[config.mk]
export PLATFORM = sky130hd
export DESIGN_NAME = wb_gpio_irq_flat
export DESIGN_NICKNAME = d
export VERILOG_FILES = /design/src/rtl/wb_gpio_irq_if.sv /design/src/rtl/wb_gpio_irq.sv /design/src/flat_wrapper.sv
export SDC_FILE = /design/constraint.sdc
export NUM_CORES = 1
export LEC_CHECK = 0
export ABC_AREA = 0
export CORE_ASPECT_RATIO = 0.9
export CORE_MARGIN = 2
export CORE_UTILIZATION = 45
export DETAILED_ROUTE_END_ITERATION = 7
export HOLD_SLACK_MARGIN = 0.12
export PLACE_DENSITY_LB_ADDON = 0.2
export SLEW_MARGIN = 15
export SYNTH_ARGS = -nofsm -noshare
export SYNTH_HDL_FRONTEND = slang
export SYNTH_SLANG_ARGS = --single-unit
[constraint.sdc]
create_clock -name clk -period 12.64 [get_ports clk]
set_input_delay 2.528 -clock clk [delete_from_list [all_inputs] [get_ports clk]]
set_output_delay 2.528 -clock clk [all_outputs]
set_load 0.02 [all_outputs]
[src/rtl/wb_gpio_irq_if.sv]
// Wishbone slave bundle for wb_gpio_irq: handshake, address, byte selects and data.
interface wb_gpio_irq_if;
  logic        wb_stb_i;
  logic        wb_cyc_i;
  logic        wb_ack_o;
  logic        wb_we_i;
  logic [31:0] wb_adr_i;
  logic [3:0]  wb_sel_i;
  logic [31:0] wb_dat_i;
  logic [31:0] wb_dat_o;

  modport slave (
    input  wb_stb_i, wb_cyc_i, wb_we_i, wb_adr_i, wb_sel_i, wb_dat_i,
    output wb_ack_o, wb_dat_o
  );

  modport master (
    output wb_stb_i, wb_cyc_i, wb_we_i, wb_adr_i, wb_sel_i, wb_dat_i,
    input  wb_ack_o, wb_dat_o
  );
endinterface

[src/rtl/wb_gpio_irq.sv]
// WIDTH-bit Wishbone GPIO with synchronised inputs, per-bit edge interrupts and W1C status.
// Optional per-bit input debounce filter enabled by defining GPIO_DEBOUNCE_EN.
module wb_gpio_irq #(
  parameter int WIDTH           = 32,
  parameter int SYNC_STAGES     = 2,
  parameter int DEBOUNCE_CYCLES = 16
) (
  input  logic             clk,
  input  logic             reset,
  wb_gpio_irq_if.slave     wb,
  input  logic [WIDTH-1:0] gpio_in,
  output logic [WIDTH-1:0] gpio_out,
  output logic [WIDTH-1:0] gpio_oe,
  output logic             intr
);

  localparam logic [7:0] A_CFG    = 8'h00;
  localparam logic [7:0] A_IN     = 8'h10;
  localparam logic [7:0] A_OUT    = 8'h14;
  localparam logic [7:0] A_OE     = 8'h18;
  localparam logic [7:0] A_MASK   = 8'h1C;
  localparam logic [7:0] A_POL    = 8'h20;
  localparam logic [7:0] A_BOTH   = 8'h24;
  localparam logic [7:0] A_STATUS = 8'h28;
  localparam logic [2:0] ARM_DONE = 3'(SYNC_STAGES + 1);

  logic [WIDTH-1:0] r_sync [SYNC_STAGES];
  logic [WIDTH-1:0] r_prev;
  logic [2:0]       r_arm_cnt;
  logic [WIDTH-1:0] r_out, r_oe, r_mask, r_pol, r_both, r_status;
  logic             r_ack, r_intr;
  logic [31:0]      r_dat;

  logic [WIDTH-1:0] w_sync, w_in_f, w_rise, w_fall, w_evt;
  logic [WIDTH-1:0] w_bmask, w_wdat, w_clr;
  logic [31:0]      w_lane, w_rdata;
  logic [7:0]       w_adr;
  logic             w_req, w_wr, w_rd, w_armed;
  logic             w_unused;

  always_ff @(posedge clk or posedge reset) begin
    if (reset) begin
      for (int i = 0; i < SYNC_STAGES; i++) r_sync[i] <= '0;
    end else begin
      r_sync[0] <= gpio_in;
      for (int i = 1; i < SYNC_STAGES; i++) r_sync[i] <= r_sync[i-1];
    end
  end

  assign w_sync = r_sync[SYNC_STAGES-1];

`ifdef GPIO_DEBOUNCE_EN
  localparam int CW = $clog2(DEBOUNCE_CYCLES + 1);
  localparam logic [CW-1:0] DB_LAST = CW'(DEBOUNCE_CYCLES - 1);

  logic [CW-1:0]    r_db_cnt [WIDTH];
  logic [WIDTH-1:0] r_in_f;

  // A bit follows the synchroniser only after it has disagreed for DEBOUNCE_CYCLES in a row.
  always_ff @(posedge clk or posedge reset) begin
    if (reset) begin
      r_in_f <= '0;
      for (int i = 0; i < WIDTH; i++) r_db_cnt[i] <= '0;
    end else begin
      for (int i = 0; i < WIDTH; i++) begin
        if (w_sync[i] != r_in_f[i]) begin
          if (r_db_cnt[i] == DB_LAST) begin
            r_in_f[i]   <= w_sync[i];
            r_db_cnt[i] <= '0;
          end else begin
            r_db_cnt[i] <= r_db_cnt[i] + 1'b1;
          end
        end else begin
          r_db_cnt[i] <= '0;
        end
      end
    end
  end

  assign w_in_f = r_in_f;
`else
  assign w_in_f = w_sync;
`endif

  // Edges are ignored until the sync chain has flushed the post-reset pin state.
  assign w_armed = (r_arm_cnt == ARM_DONE);
  assign w_rise  = w_in_f & ~r_prev;
  assign w_fall  = ~w_in_f & r_prev;
  assign w_evt   = w_armed ? ((r_both & (w_rise | w_fall)) |
                              (~r_both & ((r_pol & w_rise) | (~r_pol & w_fall)))) : '0;

  assign w_adr   = wb.wb_adr_i[7:0];
  assign w_req   = wb.wb_stb_i & wb.wb_cyc_i & ~r_ack;
  assign w_wr    = w_req & wb.wb_we_i;
  assign w_rd    = w_req & ~wb.wb_we_i;
  assign w_lane  = {{8{wb.wb_sel_i[3]}}, {8{wb.wb_sel_i[2]}},
                    {8{wb.wb_sel_i[1]}}, {8{wb.wb_sel_i[0]}}};
  assign w_bmask = w_lane[WIDTH-1:0];
  assign w_wdat  = wb.wb_dat_i[WIDTH-1:0];
  assign w_clr   = (w_wr && w_adr == A_STATUS) ? (w_wdat & w_bmask) : '0;
  assign w_unused = ^{wb.wb_adr_i[31:8], wb.wb_dat_i, w_lane};

  always_comb begin
    w_rdata = '0;
    case (w_adr)
      A_CFG:    w_rdata = {24'b0, 8'(WIDTH)};
      A_IN:     w_rdata = 32'(w_in_f);
      A_OUT:    w_rdata = 32'(r_out);
      A_OE:     w_rdata = 32'(r_oe);
      A_MASK:   w_rdata = 32'(r_mask);
      A_POL:    w_rdata = 32'(r_pol);
      A_BOTH:   w_rdata = 32'(r_both);
      A_STATUS: w_rdata = 32'(r_status);
      default:  w_rdata = '0;
    endcase
  end

  always_ff @(posedge clk or posedge reset) begin
    if (reset) begin
      r_prev    <= '0;
      r_arm_cnt <= '0;
      r_status  <= '0;
      r_intr    <= 1'b0;
    end else begin
      r_prev <= w_in_f;
      if (!w_armed) r_arm_cnt <= r_arm_cnt + 1'b1;
      // A same-cycle event beats the W1C clear.
      r_status <= (r_status & ~w_clr) | w_evt;
      r_intr   <= |(r_status & r_mask);
    end
  end

  always_ff @(posedge clk or posedge reset) begin
    if (reset) begin
      r_ack  <= 1'b0;
      r_dat  <= '0;
      r_out  <= '0;
      r_oe   <= '0;
      r_mask <= '0;
      r_pol  <= '0;
      r_both <= '0;
    end else begin
      r_ack <= w_req;
      if (w_rd) r_dat <= w_rdata;
      if (w_wr) begin
        case (w_adr)
          A_OUT:   r_out  <= (r_out  & ~w_bmask) | (w_wdat & w_bmask);
          A_OE:    r_oe   <= (r_oe   & ~w_bmask) | (w_wdat & w_bmask);
          A_MASK:  r_mask <= (r_mask & ~w_bmask) | (w_wdat & w_bmask);
          A_POL:   r_pol  <= (r_pol  & ~w_bmask) | (w_wdat & w_bmask);
          A_BOTH:  r_both <= (r_both & ~w_bmask) | (w_wdat & w_bmask);
          default: ;
        endcase
      end
    end
  end

  assign wb.wb_ack_o = wb.wb_stb_i & wb.wb_cyc_i & r_ack;
  assign wb.wb_dat_o = r_dat;
  assign gpio_out    = r_out;
  assign gpio_oe     = r_oe;
  assign intr        = r_intr;

endmodule

[src/flat_wrapper.sv]
// flat-port wrapper written by rule: the top's interface ports become plain ports
module wb_gpio_irq_flat 
#(
  parameter int WIDTH           = 32,
  parameter int SYNC_STAGES     = 2,
  parameter int DEBOUNCE_CYCLES = 16
)
  (clk, reset, gpio_in, gpio_out, gpio_oe, intr, wb_wb_stb_i, wb_wb_cyc_i, wb_wb_we_i, wb_wb_adr_i, wb_wb_sel_i, wb_wb_dat_i, wb_wb_ack_o, wb_wb_dat_o);
  wb_gpio_irq_if wb_i ();
  input  logic clk;
  input  logic reset;
  input  logic [WIDTH-1:0] gpio_in;
  output logic [WIDTH-1:0] gpio_out;
  output logic [WIDTH-1:0] gpio_oe;
  output logic intr;
  input wire logic [$bits(wb_i.wb_stb_i)-1:0] wb_wb_stb_i;
  input wire logic [$bits(wb_i.wb_cyc_i)-1:0] wb_wb_cyc_i;
  input wire logic [$bits(wb_i.wb_we_i)-1:0] wb_wb_we_i;
  input wire logic [$bits(wb_i.wb_adr_i)-1:0] wb_wb_adr_i;
  input wire logic [$bits(wb_i.wb_sel_i)-1:0] wb_wb_sel_i;
  input wire logic [$bits(wb_i.wb_dat_i)-1:0] wb_wb_dat_i;
  output wire logic [$bits(wb_i.wb_ack_o)-1:0] wb_wb_ack_o;
  output wire logic [$bits(wb_i.wb_dat_o)-1:0] wb_wb_dat_o;
  assign wb_i.wb_stb_i = wb_wb_stb_i;
  assign wb_i.wb_cyc_i = wb_wb_cyc_i;
  assign wb_i.wb_we_i = wb_wb_we_i;
  assign wb_i.wb_adr_i = wb_wb_adr_i;
  assign wb_i.wb_sel_i = wb_wb_sel_i;
  assign wb_i.wb_dat_i = wb_wb_dat_i;
  assign wb_wb_ack_o = wb_i.wb_ack_o;
  assign wb_wb_dat_o = wb_i.wb_dat_o;
  wb_gpio_irq #(.WIDTH(WIDTH), .SYNC_STAGES(SYNC_STAGES), .DEBOUNCE_CYCLES(DEBOUNCE_CYCLES)) u_core (.clk(clk), .reset(reset), .wb(wb_i), .gpio_in(gpio_in), .gpio_out(gpio_out), .gpio_oe(gpio_oe), .intr(intr));
endmodule
## Word level (Yosys, flattened, before mapping)

Index checks and enable logic that the tools add are counted.

- Flip-flop bits (word level): 325
- Input bits: 105
- Logic and storage cells: 69

- Add/sub/neg operators: 1
- Eq/ne operators: 8
- Mux-type cells: 3
- Bitwise gates (word level): 36
- Reduce and logical (&&, ||, !) cells: 8

Operator list:

| cell | number |
|---|---|
| 32-bit bitwise AND | 14 |
| 32-bit bitwise OR | 9 |
| 32-bit case mux with 8 select lines | 1 |
| 32-bit inverter | 6 |
| 32-bit 2-to-1 mux | 2 |
| 8-bit by 5-bit == test with 1-bit output, second input constant | 4 |
| 32-bit OR reduction | 1 |
| 8-bit by 6-bit == test with 1-bit output, second input constant | 3 |
| 2-bit AND reduction | 5 |
| 8-bit logical NOT | 1 |
| 1-bit bitwise AND | 5 |
| 3-bit by 1-bit adder with 3-bit output, second input constant | 1 |
| 3-bit by 2-bit == test with 1-bit output, second input constant | 1 |
| 1-bit inverter | 2 |
| 1-bit logical AND | 1 |

## Longest topological paths before layout

- Word-level depth: 8
- Depth in mapped cells: 7
- Mapped depth without buffers: 6

## Least setup slack after synthesis

No wires, ideal clock.

- Path kind: input port to output port
- Start: input wb_wb_stb_i
- End: output wb_wb_ack_o
- Arrival time: 2774 ps
- Setup slack: 7338 ps
- Cell stages on the path: 1
- Path buffers: 0
- Cell sequence: and3_1

- Cells in the longest elaborated chain, start to end: 2

Ends and longest elaborated chain:

| item | RTL line | text |
|---|---|---|
| from (decl) | flat_wrapper.sv:16 | `input wire logic [$bits(wb_i.wb_stb_i)-1:0] wb_wb_stb_i;` |
| 1-bit bitwise AND (2 in series) | wb_gpio_irq.sv:158 | `assign wb.wb_ack_o = wb.wb_stb_i & wb.wb_cyc_i & r_ack;` |
| to (decl) | flat_wrapper.sv:22 | `output wire logic [$bits(wb_i.wb_ack_o)-1:0] wb_wb_ack_o;` |

Every way passes these cells.

## Final worst setup path

Ends and elaborated chain as after synthesis.

==> metrics.md <==
| Metric | Value |
|---|---|
| Share of power burned in registers | 48.1% |
| Die Y-Extent | 179 um |
| Total grt overflow | 0 |
| Area leader, netlist | dfrtp_1 |
| Worst reg2reg setup slack | 9.69 ns |
| Ys Warns | 0 |
| Hold Crit Class | reg2reg |
| Via count | 11100 |
| CTS Hold Bufs | 0 |
| Syn avg cell area | 11.9 sq um |
| Async S/R FF share, synth | 100% |
| Routed Antenna Nets | 0 |
| Port bufs | 178 |
| Fin. max-slew vios | 0 |
| Crit path from | wb_wb_stb_i |
| Main synth FF type | dfrtp_1 |
| Combinational share of power | 6.5% |
| Origin of the critical flop-to-flop path | u_core.r_ack |
| Crit path required time | 10.11 ns |
| Max Fclk | 158 MHz |
| Commonest cells post-synth | dfrtp_1, mux2_2, nand2_1, inv_1, nand3b_1 |
| Flops & latches, synth | 325 |
| Initial antenna violation count | 5 |
| Setup slack after layout | 6.30 ns |
| Dpl ws | 6.30 ns |
| GP Congestion | 0.817 |
| Nets@finish | 1621 |
| Worst Path Max Fanout | 4 |
| Residual DRC count | 0 |
| Hold Crit Start | u_core.r_sync[34] |
| First-pass GRT wire length | 66.5 mm |
| Pint | 1.72 mW |
| Vias in the first global route | 11000 |
| WHS Path Cells | 0 |
| Critical path arrival | 3.81 ns |
| Clock Sinks | 325 |
| # setup viols final | 0 |
| TritonCTS clock tree | yes |
| P_leak | 8.42 nW |
| Hold Vio Cnt, Final | 0 |
| Worst-Margin Slew | 1.16 ns |
| Final cycle utilization of the critical path | 50.2% |
| RSZ-0062 raised after global routing | no |
| Gr usage total | 24.5% |
| Fin Setup TNS | 0 ns |
| Layout Area Growth over Synthesis | 21.5% |
| CP endpoint kind | primary output |
| I/O pin count | 203 |
| Post-CTS Setup Inserts | 0 |
| Final wirelength | 43.1 mm |
| Root Buffer | clkbuf_16 |
| R2R depth | 4 |
| Initial Util | 45.5% |
| PD cells | 119 mW/mm^2 |
| Register area | 0.00813 sq mm |
| FP Rows | 64 |
| Post-synth net total | 1462 |
| Fin crit period | 6.34 ns |
| Switching Fraction | 22.8% |
| Synth area leaders | dfrtp_1, mux2_2, ha_1, nand3b_1, mux2i_1 |
| H-tree Lvls | 2 |
| Area of the multi-input gates | 0.00662 sq mm |
| Post-synth EDFFs | 0 |
| Crit path launch type | input port |
| Worst-Skew Late Latency | 0.52 ns |
| Worst-case clock buffer depth | 3 |
| Seq/Total Area, Yosys | 52.8% |
| Yosys top cell area share | 52.8% |
| DIE AREA | 0.0357 sq mm |
| Core footprint | 0.0339 sq mm |
| Relative slew slack | 22.4% |
| Via-to-Cell Ratio | 5.72 |
| Core Util, Final | 55.2% |
| Reg clk slew, reported paths | 0.06 ns |
| First-pass iteration count of the detailed router | 6 |
| Initial DRC count | 720 |
| Worst vdd ir | 0.0790 mV |
| Maxcap violations | 0 |
| CTS resizes | 0 |
| Mapped Area | 0.0154 sq mm |
| Crit Path Class | in2out |
| Synth Instances | 1291 |
| DP Wirelength | 27.9 mm |
| Clock Power Share | 45.4% |
| Die Width | 199 um |
| Avg WL per Cell | 22.2 um |
| Synth unique cells | 50 |
| Largest net degree at the start of global routing | 96 |
| Layout cells sized above 1 | 19.0% |
| CTS Buf Count | 35 |
| NetSw | 0.509 mW |
| Clk_skew | 0.0241 ns |
| Most common cell in the netlist | dfrtp_1 |
| Status | finished clean |
| FILL cells | 2905 |
-- layout by cell type, fill, tap and decap left out, drive strengths merged, types with 2 or more instances in the layout --
cell,netlist,final
mux2,190,190
and4b,2,2
nand4,8,8
a22oi,30,30
ha,66,66
or4,3,3
clkbuf,50,51
o211ai,33,33
nor2,10,10
clkdlybuf4s50,0,174
or2,2,2
a2111oi,18,18
nor4,3,3
nand2,108,108
diode,0,5
and3,27,27
bufinv,0,2
o22ai,13,13
nand3b,71,71
dfrtp,325,325
nor3,22,22
buf,18,16
a211oi,35,35
nor4b,2,2
inv,101,102
clkinv,0,3
mux2i,50,50
or4b,3,3
nand3,12,12
o21ai,64,64
a222oi,13,13
-- per-stage QoR --
stage	power, mW	hold WS [ns]	std cells	instance area, sq um
2_1_floorplan	1.17	0.331	1291	15400
3_3_place_gp	1.24	0.333	1875	17600
3_5_place_dp	1.24	0.336	1875	17600
4_1_cts	2.26	0.348	1932	18700
5_1_grt	2.32	0.353	1935	18700
6_report	2.23	0.346	1937	18700
-- layout make-up --
| class | instances | area share, % |
|---|---|---|
| clock inverters | 6 | 0.448 |
| multi-input cells | 797 | 35.4 |
| well taps | 462 | 3.09 |
| repair buffers | 190 | 9.90 |
| diodes | 5 | 0.0669 |
| inverters | 101 | 2.07 |
| flip-flops and latches | 325 | 43.5 |
| clock buffers | 51 | 5.54 |
-- power groups by stage --
stage,combinational (mW),sequential (mW),clock (mW)
finish,0.144,1.08,1.01
global route,0.161,1.08,1.08
CTS,0.146,1.07,1.04
detailed placement,0.145,1.09,0
global placement,0.143,1.09,0
floorplan,0.0776,1.09,0
-- path summary, 6_finish.rpt --
kind	end
worst min register to register	u_core.w_in_f[2]
worst max-delay path	wb_wb_ack_o
worst min-delay path	u_core.w_in_f[2]
worst max register to register	flop
min in group asynchronous	u_core.r_sync[45]
max in group asynchronous	u_core.r_sync[63]
-- critical path, cell delays in order --
cell	delay, ns
clkdlybuf4s50_1	0.53
and3_1	0.17
clkdlybuf4s50_1	0.59
-- metal layers --
metal / track usage, % / part of all wire (%)
met1: 35.7 / 45
met2: 36.5 / 45
met3: 4.43 / 6.7
met4: 9.40 / 3.5
met5: 0 / 0
-- kinds of logic (layout without fill, tap and decap cells) --
group	Yosys count	after routing	share of synthesized area [%]
other	0	5	0
AND/OR/NAND/NOR	280	280	10.9
flip-flops	325	325	52.8
multiplexers	240	240	17.1
adder cells (fa/ha/maj)	66	66	5.36
AO/OA/AOI/OAI	210	210	9.47
buffers and inverters	169	348	4.27
XOR/XNOR	1	1	0.0569
No activity file was read; power rests on OpenSTA's default activity.
